===== src/rtl/elevator_pkg.sv =====
// Shared encodings for the elevator request scheduler: car direction codes,
// scheduler states (numerically equal to the direction they drive) and default sizing.
package elevator_pkg;

   localparam int FLOORS_DEFAULT  = 8;
   localparam int FLOOR_W_DEFAULT = 3;

   localparam logic [1:0] DIR_IDLE = 2'd0;
   localparam logic [1:0] DIR_DOWN = 2'd1;
   localparam logic [1:0] DIR_UP   = 2'd2;

   typedef enum logic [1:0] {
      IDLE       = 2'd0,
      SERVE_DOWN = 2'd1,
      SERVE_UP   = 2'd2
   } sched_state_t;

endpackage


===== src/rtl/elevator_floor_search.sv =====
// Combinational priority finder: nearest/farthest set bit above and below floor c.
// A floor index outside the building counts as above every floor.
module elevator_floor_search #(
   parameter int FLOORS  = 8,
   parameter int FLOOR_W = 3
) (
   input  logic [FLOORS-1:0]  vec,
   input  logic [FLOOR_W-1:0] c,
   output logic [FLOOR_W-1:0] lo_above_idx,
   output logic               lo_above_found,
   output logic [FLOOR_W-1:0] hi_above_idx,
   output logic               hi_above_found,
   output logic [FLOOR_W-1:0] hi_below_idx,
   output logic               hi_below_found,
   output logic [FLOOR_W-1:0] lo_below_idx,
   output logic               lo_below_found
);

   logic              c_valid;
   logic [FLOORS-1:0] above;
   logic [FLOORS-1:0] below;

   assign c_valid = int'(c) < FLOORS;

   genvar gi;
   generate
      for (gi = 0; gi < FLOORS; gi++) begin : g_mask
         assign above[gi] = vec[gi] && c_valid && (gi > int'(c));
         assign below[gi] = vec[gi] && (!c_valid || (gi < int'(c)));
      end
   endgenerate

   // Each loop lets the last match win, so scan direction picks lowest vs highest.
   always_comb begin
      lo_above_idx   = '0;
      lo_above_found = 1'b0;
      hi_above_idx   = '0;
      hi_above_found = 1'b0;
      hi_below_idx   = '0;
      hi_below_found = 1'b0;
      lo_below_idx   = '0;
      lo_below_found = 1'b0;
      for (int i = FLOORS - 1; i >= 0; i--) begin
         if (above[i]) begin
            lo_above_idx   = FLOOR_W'(i);
            lo_above_found = 1'b1;
         end
         if (below[i]) begin
            lo_below_idx   = FLOOR_W'(i);
            lo_below_found = 1'b1;
         end
      end
      for (int i = 0; i < FLOORS; i++) begin
         if (above[i]) begin
            hi_above_idx   = FLOOR_W'(i);
            hi_above_found = 1'b1;
         end
         if (below[i]) begin
            hi_below_idx   = FLOOR_W'(i);
            hi_below_found = 1'b1;
         end
      end
   end

endmodule


===== src/rtl/elevator_request_scheduler.sv =====
// SCAN request scheduler: latches cabin/hall calls, picks the next target floor.
// Define ELEVATOR_CANCEL_EN to make a second cabin-button press cancel its request.
module elevator_request_scheduler
   import elevator_pkg::*;
#(
   parameter int FLOORS  = FLOORS_DEFAULT,
   parameter int FLOOR_W = FLOOR_W_DEFAULT
) (
   input  logic               clk,
   input  logic               reset,
   input  logic [FLOORS-1:0]  btn_num_in,
   input  logic [FLOORS-1:0]  btn_up_out,
   input  logic [FLOORS-1:0]  btn_down_out,
   input  logic [FLOOR_W-1:0] current_floor,
   input  logic               arrived,
   output logic [FLOOR_W-1:0] next_floor,
   output logic               req_valid,
   output logic [1:0]         direction,
   output logic [FLOORS-1:0]  active_in_levels,
   output logic [FLOORS-1:0]  active_up_levels,
   output logic [FLOORS-1:0]  active_down_levels
);

   localparam logic [FLOORS-1:0] UP_MASK   = {1'b0, {(FLOORS-1){1'b1}}};
   localparam logic [FLOORS-1:0] DOWN_MASK = {{(FLOORS-1){1'b1}}, 1'b0};
   localparam int N_SRCH    = 5;
   localparam int S_PEND    = 0;
   localparam int S_IN_UP   = 1;
   localparam int S_DOWN    = 2;
   localparam int S_IN_DOWN = 3;
   localparam int S_UP      = 4;

   sched_state_t       state_reg, state_next;
   logic [FLOORS-1:0]  in_reg, in_next, up_reg, up_next, down_reg, down_next;
   logic [FLOORS-1:0]  c_hot, clr_in, clr_up, clr_down, pend;
   logic [FLOOR_W-1:0] next_floor_reg, target;
   logic               req_valid_reg;
   logic               pend_above, pend_below, up_at_c, down_at_c;

   logic [N_SRCH-1:0][FLOORS-1:0]  srch_vec;
   logic [N_SRCH-1:0][FLOOR_W-1:0] lo_above_idx, hi_above_idx, hi_below_idx, lo_below_idx;
   logic [N_SRCH-1:0]              lo_above_found, hi_above_found, hi_below_found, lo_below_found;
   logic                           unused_search;

   genvar gi;
   generate
      for (gi = 0; gi < FLOORS; gi++) begin : g_hot
         assign c_hot[gi] = (current_floor == FLOOR_W'(gi));
      end
   endgenerate

   // Hall-call clears follow the direction being served, so the opposite call survives.
   assign clr_in    = arrived ? c_hot : '0;
   assign clr_up    = (arrived && state_reg != SERVE_DOWN) ? c_hot : '0;
   assign clr_down  = (arrived && state_reg != SERVE_UP) ? c_hot : '0;
   assign up_next   = (up_reg & ~clr_up) | (btn_up_out & UP_MASK);
   assign down_next = (down_reg & ~clr_down) | (btn_down_out & DOWN_MASK);

`ifdef ELEVATOR_CANCEL_EN
   logic [FLOORS-1:0] btn_num_prev_reg;
   logic [FLOORS-1:0] btn_rise;

   always_ff @(posedge clk) begin
      if (!reset) btn_num_prev_reg <= '0;
      else        btn_num_prev_reg <= btn_num_in;
   end

   assign btn_rise = btn_num_in & ~btn_num_prev_reg;
   assign in_next  = (in_reg & ~clr_in & ~btn_rise) | (btn_rise & ~in_reg);
`else
   assign in_next = (in_reg & ~clr_in) | btn_num_in;
`endif

   assign pend                = in_reg | up_reg | down_reg;
   assign srch_vec[S_PEND]    = pend;
   assign srch_vec[S_IN_UP]   = in_reg | up_reg;
   assign srch_vec[S_DOWN]    = down_reg;
   assign srch_vec[S_IN_DOWN] = in_reg | down_reg;
   assign srch_vec[S_UP]      = up_reg;

   generate
      for (gi = 0; gi < N_SRCH; gi++) begin : g_search
         elevator_floor_search #(.FLOORS(FLOORS), .FLOOR_W(FLOOR_W)) u_search (
            .vec            (srch_vec[gi]),
            .c              (current_floor),
            .lo_above_idx   (lo_above_idx[gi]),
            .lo_above_found (lo_above_found[gi]),
            .hi_above_idx   (hi_above_idx[gi]),
            .hi_above_found (hi_above_found[gi]),
            .hi_below_idx   (hi_below_idx[gi]),
            .hi_below_found (hi_below_found[gi]),
            .lo_below_idx   (lo_below_idx[gi]),
            .lo_below_found (lo_below_found[gi])
         );
      end
   endgenerate

   assign unused_search = ^{lo_above_idx, hi_above_idx, hi_below_idx, lo_below_idx,
                            lo_above_found, hi_above_found, hi_below_found, lo_below_found};

   assign pend_above = lo_above_found[S_PEND];
   assign pend_below = hi_below_found[S_PEND];
   assign up_at_c    = |(up_reg & c_hot);
   assign down_at_c  = |(down_reg & c_hot);

   always_comb begin
      state_next = state_reg;
      case (state_reg)
         IDLE: begin
            if (pend_above)      state_next = SERVE_UP;
            else if (pend_below) state_next = SERVE_DOWN;
         end
         SERVE_UP: begin
            if (!pend_above) state_next = (pend_below || down_at_c) ? SERVE_DOWN : IDLE;
         end
         SERVE_DOWN: begin
            if (!pend_below) state_next = (pend_above || up_at_c) ? SERVE_UP : IDLE;
         end
         default: state_next = IDLE;
      endcase
   end

   // Target follows the state being entered so next_floor and direction agree on the same cycle.
   always_comb begin
      target = current_floor;
      case (state_next)
         SERVE_UP: begin
            if (lo_above_found[S_IN_UP])     target = lo_above_idx[S_IN_UP];
            else if (hi_above_found[S_DOWN]) target = hi_above_idx[S_DOWN];
         end
         SERVE_DOWN: begin
            if (hi_below_found[S_IN_DOWN])   target = hi_below_idx[S_IN_DOWN];
            else if (lo_below_found[S_UP])   target = lo_below_idx[S_UP];
         end
         default: target = current_floor;
      endcase
   end

   always_ff @(posedge clk) begin
      if (!reset) begin
         in_reg         <= '0;
         up_reg         <= '0;
         down_reg       <= '0;
         state_reg      <= IDLE;
         next_floor_reg <= '0;
         req_valid_reg  <= 1'b0;
      end else begin
         in_reg         <= in_next;
         up_reg         <= up_next;
         down_reg       <= down_next;
         state_reg      <= state_next;
         next_floor_reg <= target;
         req_valid_reg  <= |pend;
      end
   end

   always_comb begin
      case (state_reg)
         SERVE_UP:   direction = DIR_UP;
         SERVE_DOWN: direction = DIR_DOWN;
         default:    direction = DIR_IDLE;
      endcase
   end

   assign next_floor         = next_floor_reg;
   assign req_valid          = req_valid_reg;
   assign active_in_levels   = in_reg;
   assign active_up_levels   = up_reg;
   assign active_down_levels = down_reg;

endmodule

===== config.mk =====
export PLATFORM = sky130hd
export DESIGN_NAME = elevator_request_scheduler
export DESIGN_NICKNAME = d
export VERILOG_FILES = /design/src/rtl/elevator_pkg.sv /design/src/rtl/elevator_floor_search.sv /design/src/rtl/elevator_request_scheduler.sv
export SDC_FILE = /design/constraint.sdc
export NUM_CORES = 1
export LEC_CHECK = 0
export CORE_MARGIN = 1
export CORE_UTILIZATION = 45
export CTS_BUF_LIST = sky130_fd_sc_hd__clkbuf_4
export CTS_CLUSTER_SIZE = 30
export DETAILED_ROUTE_END_ITERATION = 6
export PLACE_DENSITY = 0.79
export SYNTH_ARGS = -nofsm -noshare
export SYNTH_HDL_FRONTEND = slang
export SYNTH_SLANG_ARGS = --single-unit

===== constraint.sdc =====
create_clock -name clk -period 2.84 [get_ports clk]
set_clock_uncertainty 0.1 [all_clocks]
set_input_delay 0.284 -clock clk [delete_from_list [all_inputs] [get_ports clk]]
set_output_delay 0.284 -clock clk [all_outputs]
set_load 0.1 [all_outputs]

==> flow_summary.toml, run 1 <==
[timing]
setup_violations = 0
maxSlewHeadroom = 0.467
period_needed_ns = 2.79
final.setup.tns_ns = 0
timing.fmax_ghz = 0.359
fin_crit_sh = 0.981
worst_pin_slew_ns = 0.794
hold_viol_final = 0
drv_slew = 0
fin_ws_ns = 0.0549

[synthesis]
synth_commonest_cells = "30 x dfxtp_1, 26 x o21a_1, 23 x nor2_1, 20 x nand2_1, 15 x a21oi_1"
synth-seq-area-share = 0.285
netlist_instances = 261
syn_nets = 293
synth_most_common_cell = "dfxtp_1"
avgSynthCellArea_sq_um = 8.08
synth-edff-count = 0
ys_seq_elements = 30
yosysWarnings = 0
ys.flop_type = "dfxtp_1"
synth.distinct_cells = 63
synthTopCellsByArea = "dfxtp_1 28%, o21a_1 9.3%, nor2_1 4.1%"
yosysTopAreaCell = "dfxtp_1"
syn_area_sq_um = 2110
netlist.area_leader.share = 0.285
ys_async_sr_fraction = 0

[pwr]
power_density_nw_per_um2 = 472
peakVddDrop_mv = 0.336
totalPowerFinal_mw = 1.54
p_leak_nw = 1.38

[placement]
place_area_sq_um = 3020
place_ws_ns = -0.387
place_hpwl_um = 5720
place.gp.congestion = 0.980
numPortBuffers = 57

[worst_setup_path]
rr_endpoint = "next_floor[0]$_SDFF_PN0_"
crit_buf_inv = 3
required_ns = 3.02
worst_ep_arrival_time_ns = 2.97
slowest_delay_ns = 0.57
critPathLaunchType = "primary input"
rrSetupSlack_ns = 0.12
r2r-start = "active_down_levels[1]$_SDFF_PN0_"
crit_path_top_delay_cell = "or4_4"
crit_chain = "clkdlybuf4s50_1, buf_6, o21a_1, o21ai_1, or4_4, nor3b_4, buf_4, a21oi_2, ha_4, nor2b_2, nand2_1, a2111o_1, nand3_1"
end_kind = "flip-flop"
cpLargestDelayFamily = "simple AND/OR/NAND/NOR gates"
criticalPathCategory = "primary input to flip-flop"
reg2regPathDepth = 10
cp_max_fo = 8

[worst_hold_path]
hold_path_class = "primary input to flip-flop"
holdPathStages = 4
holdPathEnd = "next_floor[1]$_SDFF_PN0_"
hp-start = "current_floor[1]"

[clock_tree]
cts_tree = "built"
insertion_delay_ns = 0.34
holdBufCountCts = 0
htree_levels = 2
cts_buffers = 5
clock_sinks = 30
clk_pin_slew_ns = 0.10
clock_path_buffers = 2
cts_root_buf = "clkbuf_4"

[floorplanning]
num_rows = 24
fp.dieH_um = 70.5
coreArea_sq_um = 4440
start_util = 0.475
die_w_um = 70.5
ios = 60
die-area_sq_um = 4970

[detailed_routing]
first_pass_iters = 6
wl_um = 7520
wire_per_inst_um = 17.9
drt_iter0_markers = 150
drc = 6
vias = 2500
ant_nets = 0
via_per_inst = 5.95

[finish]
fill_cells = 360
final_nets = 399
area_growth_pct = 54.2
fin_util = 0.732
finish.instance_area_sq_um = 3250
n_antenna_cell = 0
drive_gt1_frac = 0.405

[run]
cap_violations = 0

[global_routing]
grt_overflow = 0
grt_pass1_wl_um = 12300
grt_max_degree = 32
grt_usage = 0.321
grt_pass1_vias = 2420
antenna_found_initial = 0

[run_status]
violations = "design-rule violations"
status = "finished, violations left"
## worst register-to-register path, stage by stage (launching register included)
cell       delay (ns)
dfxtp_4          0.39
o41ai_4          0.35
o211ai_1         0.23
a2111oi_4        0.41
o21ai_1          0.17
a31oi_4          0.23
ha_4             0.23
nor2b_2          0.12
nand2_1          0.07
a2111o_1         0.28
nand3_1          0.07
## cell families after synthesis
group           count (synthesis)  synth area share
compound gates                104             0.368
fa+ha+maj                       2            0.0119
buf+inv                        29            0.0747
simple gates                   92             0.229
mux                             4            0.0320
flops                          30             0.285
## routing by layer
layer  global-route usage  routed length (um)
met2                0.532                3640
met3               0.0592                 545
met1                0.413                3170
met5                    0                   0
met4                0.118                 171
## cells in the final DEF (no fill, tap or decap), types with 3 or more instances in the layout
cell type	n
a31oi_1	4
clkbuf_4	6
nand3_1	12
o21ai_0	12
nor3_1	7
buf_4	85
dfxtp_4	5
nor2_1	22
dfxtp_1	7
inv_1	11
clkdlybuf4s50_1	25
o21ai_1	6
o31a_1	5
a21oi_1	14
o21a_1	26
nor2b_1	9
nand2_1	20
o22ai_1	3
dfxtp_2	18
o21ai_2	3
## power by group
group          total (mW)  internal, mW  switching (mW)
combinational       0.681         0.250           0.431
sequential          0.504         0.456          0.0472
clock               0.353         0.193           0.160
## how the worst max path moves through the flow
stage	slack [ns]	endpoint	from	depth (start not counted)
3_5_place_dp	-0.39	next_floor[0]$_SDFF_PN0_	current_floor[2]	13
3_3_place_gp	-0.33	next_floor[0]$_SDFF_PN0_	current_floor[2]	13
4_1_cts	0.009	next_floor[0]$_SDFF_PN0_	current_floor[1]	14
5_1_grt	-0.01	next_floor[0]$_SDFF_PN0_	current_floor[0]	13
6_report	0.05	next_floor[0]$_SDFF_PN0_	current_floor[0]	13
2_1_floorplan	0.002	next_floor[0]$_SDFF_PN0_	active_up_levels[4]$_SDFF_PN0_	11
## cell type report
class | instances | area (sq um) | area share
clock inverter | 2 | 33.8 | 0.0104
inverter | 11 | 41.3 | 0.0127
sequential | 30 | 642 | 0.197
multi-input combinational | 202 | 1430 | 0.438
tap | 52 | 65.1 | 0.0200
timing repair buffer | 117 | 1000 | 0.308
clock buffer | 6 | 45.0 | 0.0138
## timing repair
action                                  in CTS  in global routing
gates cloned                                 0                  1
pin swaps                                    2                  9
endpoints found under the setup margin       1                  3
gates resized for setup                      2                 14
buffers inserted                             1                  8
## metrics by stage
step	hold slack, ns	instances
after floorplan	0.307	261
after global placement	0.364	402
after detailed placement	0.366	402
after CTS	0.394	411
after global routing	0.379	420
final	0.327	420
(Power assumes the default switching activity.)
==> run 2: changes to the inputs <==
CORE_UTILIZATION = 43   (was 45)
CTS_BUF_LIST = sky130_fd_sc_hd__clkbuf_16   (was sky130_fd_sc_hd__clkbuf_4)
PLACE_DENSITY = 0.76   (was 0.79)
==> run 2 against run 1 <==
Net effect:
- the flow now finishes without violations
- critical path depth shrank 1
- die area grew 4.5%
- non-clock buffer count shrank 6
- combinational power shrank 3%
- sequential cell count is the same
- maximum frequency grew 2.6%
- power grew 8.8%
- sequential power grew 1%
- clock power grew 42%
- cell count grew 2.1%
- first-iteration DRC count grew 21%
- critical endpoint unchanged
- largest power group unchanged
==> flow_summary.toml, run 2 (synthesis gave the netlist of run 1 again) <==
[floorplanning]
num_rows = 25
die-area_sq_um = 5190
start_util = 0.447
fp.dieH_um = 72.0
ios = 60
coreArea_sq_um = 4720
die_w_um = 72.0

[pwr]
power_density_nw_per_um2 = 516
p_comb_frac = 0.396
power.switching_mw = 0.658
p_leak_nw = 1.35
peakVddDrop_mv = 0.395
totalPowerFinal_mw = 1.67
seqPwrFrac = 0.304
power.internal_mw = 1.01
pwr-share-clk = 0.299
p_sw_frac = 0.393

[global_routing]
grt_pass1_wl_um = 11700
top_usage_layer = "met2"
grt_pass1_vias = 2275
grt_max_degree = 32
antenna_found_initial = 0
grt_overflow = 0
gr-usage-met1 = 0.388
gr-usage-met3 = 0.0458
grtUsageMet2 = 0.495
grt_usage = 0.301

[timing]
worst_pin_slew_ns = 0.740
fin_ws_ns = 0.124
setup_violations = 0
fin_crit_sh = 0.956
holdWs_ns = 0.377
hold_viol_final = 0
drv_slew = 0
grt_setup_unrepaired = "false"
maxSlewHeadroom = 0.503
timing.fmax_ghz = 0.368
period_needed_ns = 2.72
final.setup.tns_ns = 0

[clock_tree]
clk_pin_slew_ns = 0.05
holdBufCountCts = 0
cts_tree = "built"
clock_sinks = 30
cts_buffers = 5
insertion_delay_ns = 0.28
htree_levels = 2
cts_root_buf = "clkbuf_16"
clock_path_buffers = 2

[finish]
n_antenna_cell = 0
area_growth_pct = 53.6
drive_gt1_frac = 0.381
layout_commonest_cell = "buf_4"
final_nets = 393
stdcell_count = 429
mostFrequentLayoutCells = "79 x buf_4, 26 x o21a_1, 24 x clkdlybuf4s50_1"

[worst_setup_path]
reg2regPathDepth = 10
end_kind = "flip-flop"
criticalPathCategory = "primary input to flip-flop"
rr_endpoint = "next_floor[0]$_SDFF_PN0_"
crit_chain = "dlygate4sd2_1, buf_4, nor3_4, o2111ai_4, a2111oi_4, o21ai_1, a31oi_2, ha_4, nor2b_2, nand2_1, a2111o_1, nand3_1"
r2r-start = "active_down_levels[3]$_SDFF_PN0_"
crit_path_top_delay_cell = "a2111oi_4"
cp_max_fo = 7
critPathLaunchType = "primary input"
required_ns = 2.96
cpLargestDelayFamily = "compound AO/OA/AOI/OAI gates"
slowest_delay_ns = 0.41
crit_buf_inv = 2
worst_ep_arrival_time_ns = 2.83
rrSetupSlack_ns = 0.16

[run]
cap_violations = 0

[detailed_routing]
ant_nets = 0
first_pass_iters = 4
wire_per_inst_um = 17.2
drc = 0
wl_um = 7390
drt_iter0_markers = 182
via_per_inst = 5.58
vias = 2395

[worst_hold_path]
hp-start = "active_up_levels[7]$_SDFF_PN0_"
holdPathStages = 2
hold_path_class = "flip-flop to flip-flop"
holdPathEnd = "active_up_levels[7]$_SDFF_PN0_"

[placement]
place_hpwl_um = 5730
place_ws_ns = -0.441
post-place-cells = 420
numPortBuffers = 57
place.gp.congestion = 0.930

[run_status]
status = "complete, no violations"
## run 2: metrics by stage
| stage | area, sq um | util |
|---|---|---|
| floorplan | 2170 | - |
| global placement | 3050 | 0.645 |
| detailed placement | 3050 | 0.645 |
| CTS | 3230 | 0.685 |
| global route | 3240 | 0.686 |
| finish | 3240 | 0.686 |
## run 2: worst min-delay path, stage by stage, from the launching register on
cell     delay, ns
dfxtp_2       0.35
nand2_1       0.06
a31oi_1       0.03
## run 2: per-layer routing
layer	part of all wire	up-vias
li1	-	1173
met1	0.44	1127
met2	0.48	79
met3	0.052	16
met4	0.032	0
met5	0	-
## run 2: power by group through the flow
stage               registers (mW)  logic [mW]  clock network (mW)
finish                       0.509       0.663               0.501
global route                 0.513       0.697               0.534
CTS                          0.507       0.659               0.519
detailed placement           0.515       0.647                   0
global placement             0.516       0.645                   0
floorplan                    0.721       0.227                   0
## run 2: final cells by class
| type | count | area [sq um] |
|---|---|---|
| Tap cell | 67 | 83.8 |
| Clock inverter | 3 | 12.5 |
| Timing Repair Buffer | 111 | 933 |
| Clock buffer | 5 | 125 |
| Inverter | 11 | 41.3 |
| Fill cell | 420 | 1480 |
| Multi-Input combinational cell | 202 | 1410 |
| Sequential cell | 30 | 637 |
## run 2: timing repair
item / in CTS / in global routing
pin swaps: 4 / 0
endpoints found under the hold margin: 0 / 0
resized for setup: 11 / 1
endpoints found under the setup margin: 2 / 1
buffers inserted: 1 / 0
## run 2: worst max path at each step
| stage | startpoint | slack [ns] | depth (start not counted) | end |
|---|---|---|---|---|
| after global routing | current_floor[1] | 0.01 | 12 | next_floor[0]$_SDFF_PN0_ |
| final | current_floor[1] | 0.12 | 12 | next_floor[0]$_SDFF_PN0_ |
| after CTS | current_floor[1] | 0.08 | 12 | next_floor[0]$_SDFF_PN0_ |
| after floorplan | active_up_levels[4]$_SDFF_PN0_ | 0.002 | 11 | next_floor[0]$_SDFF_PN0_ |
| after global placement | current_floor[2] | -0.33 | 12 | next_floor[0]$_SDFF_PN0_ |
| after detailed placement | current_floor[2] | -0.44 | 12 | next_floor[0]$_SDFF_PN0_ |
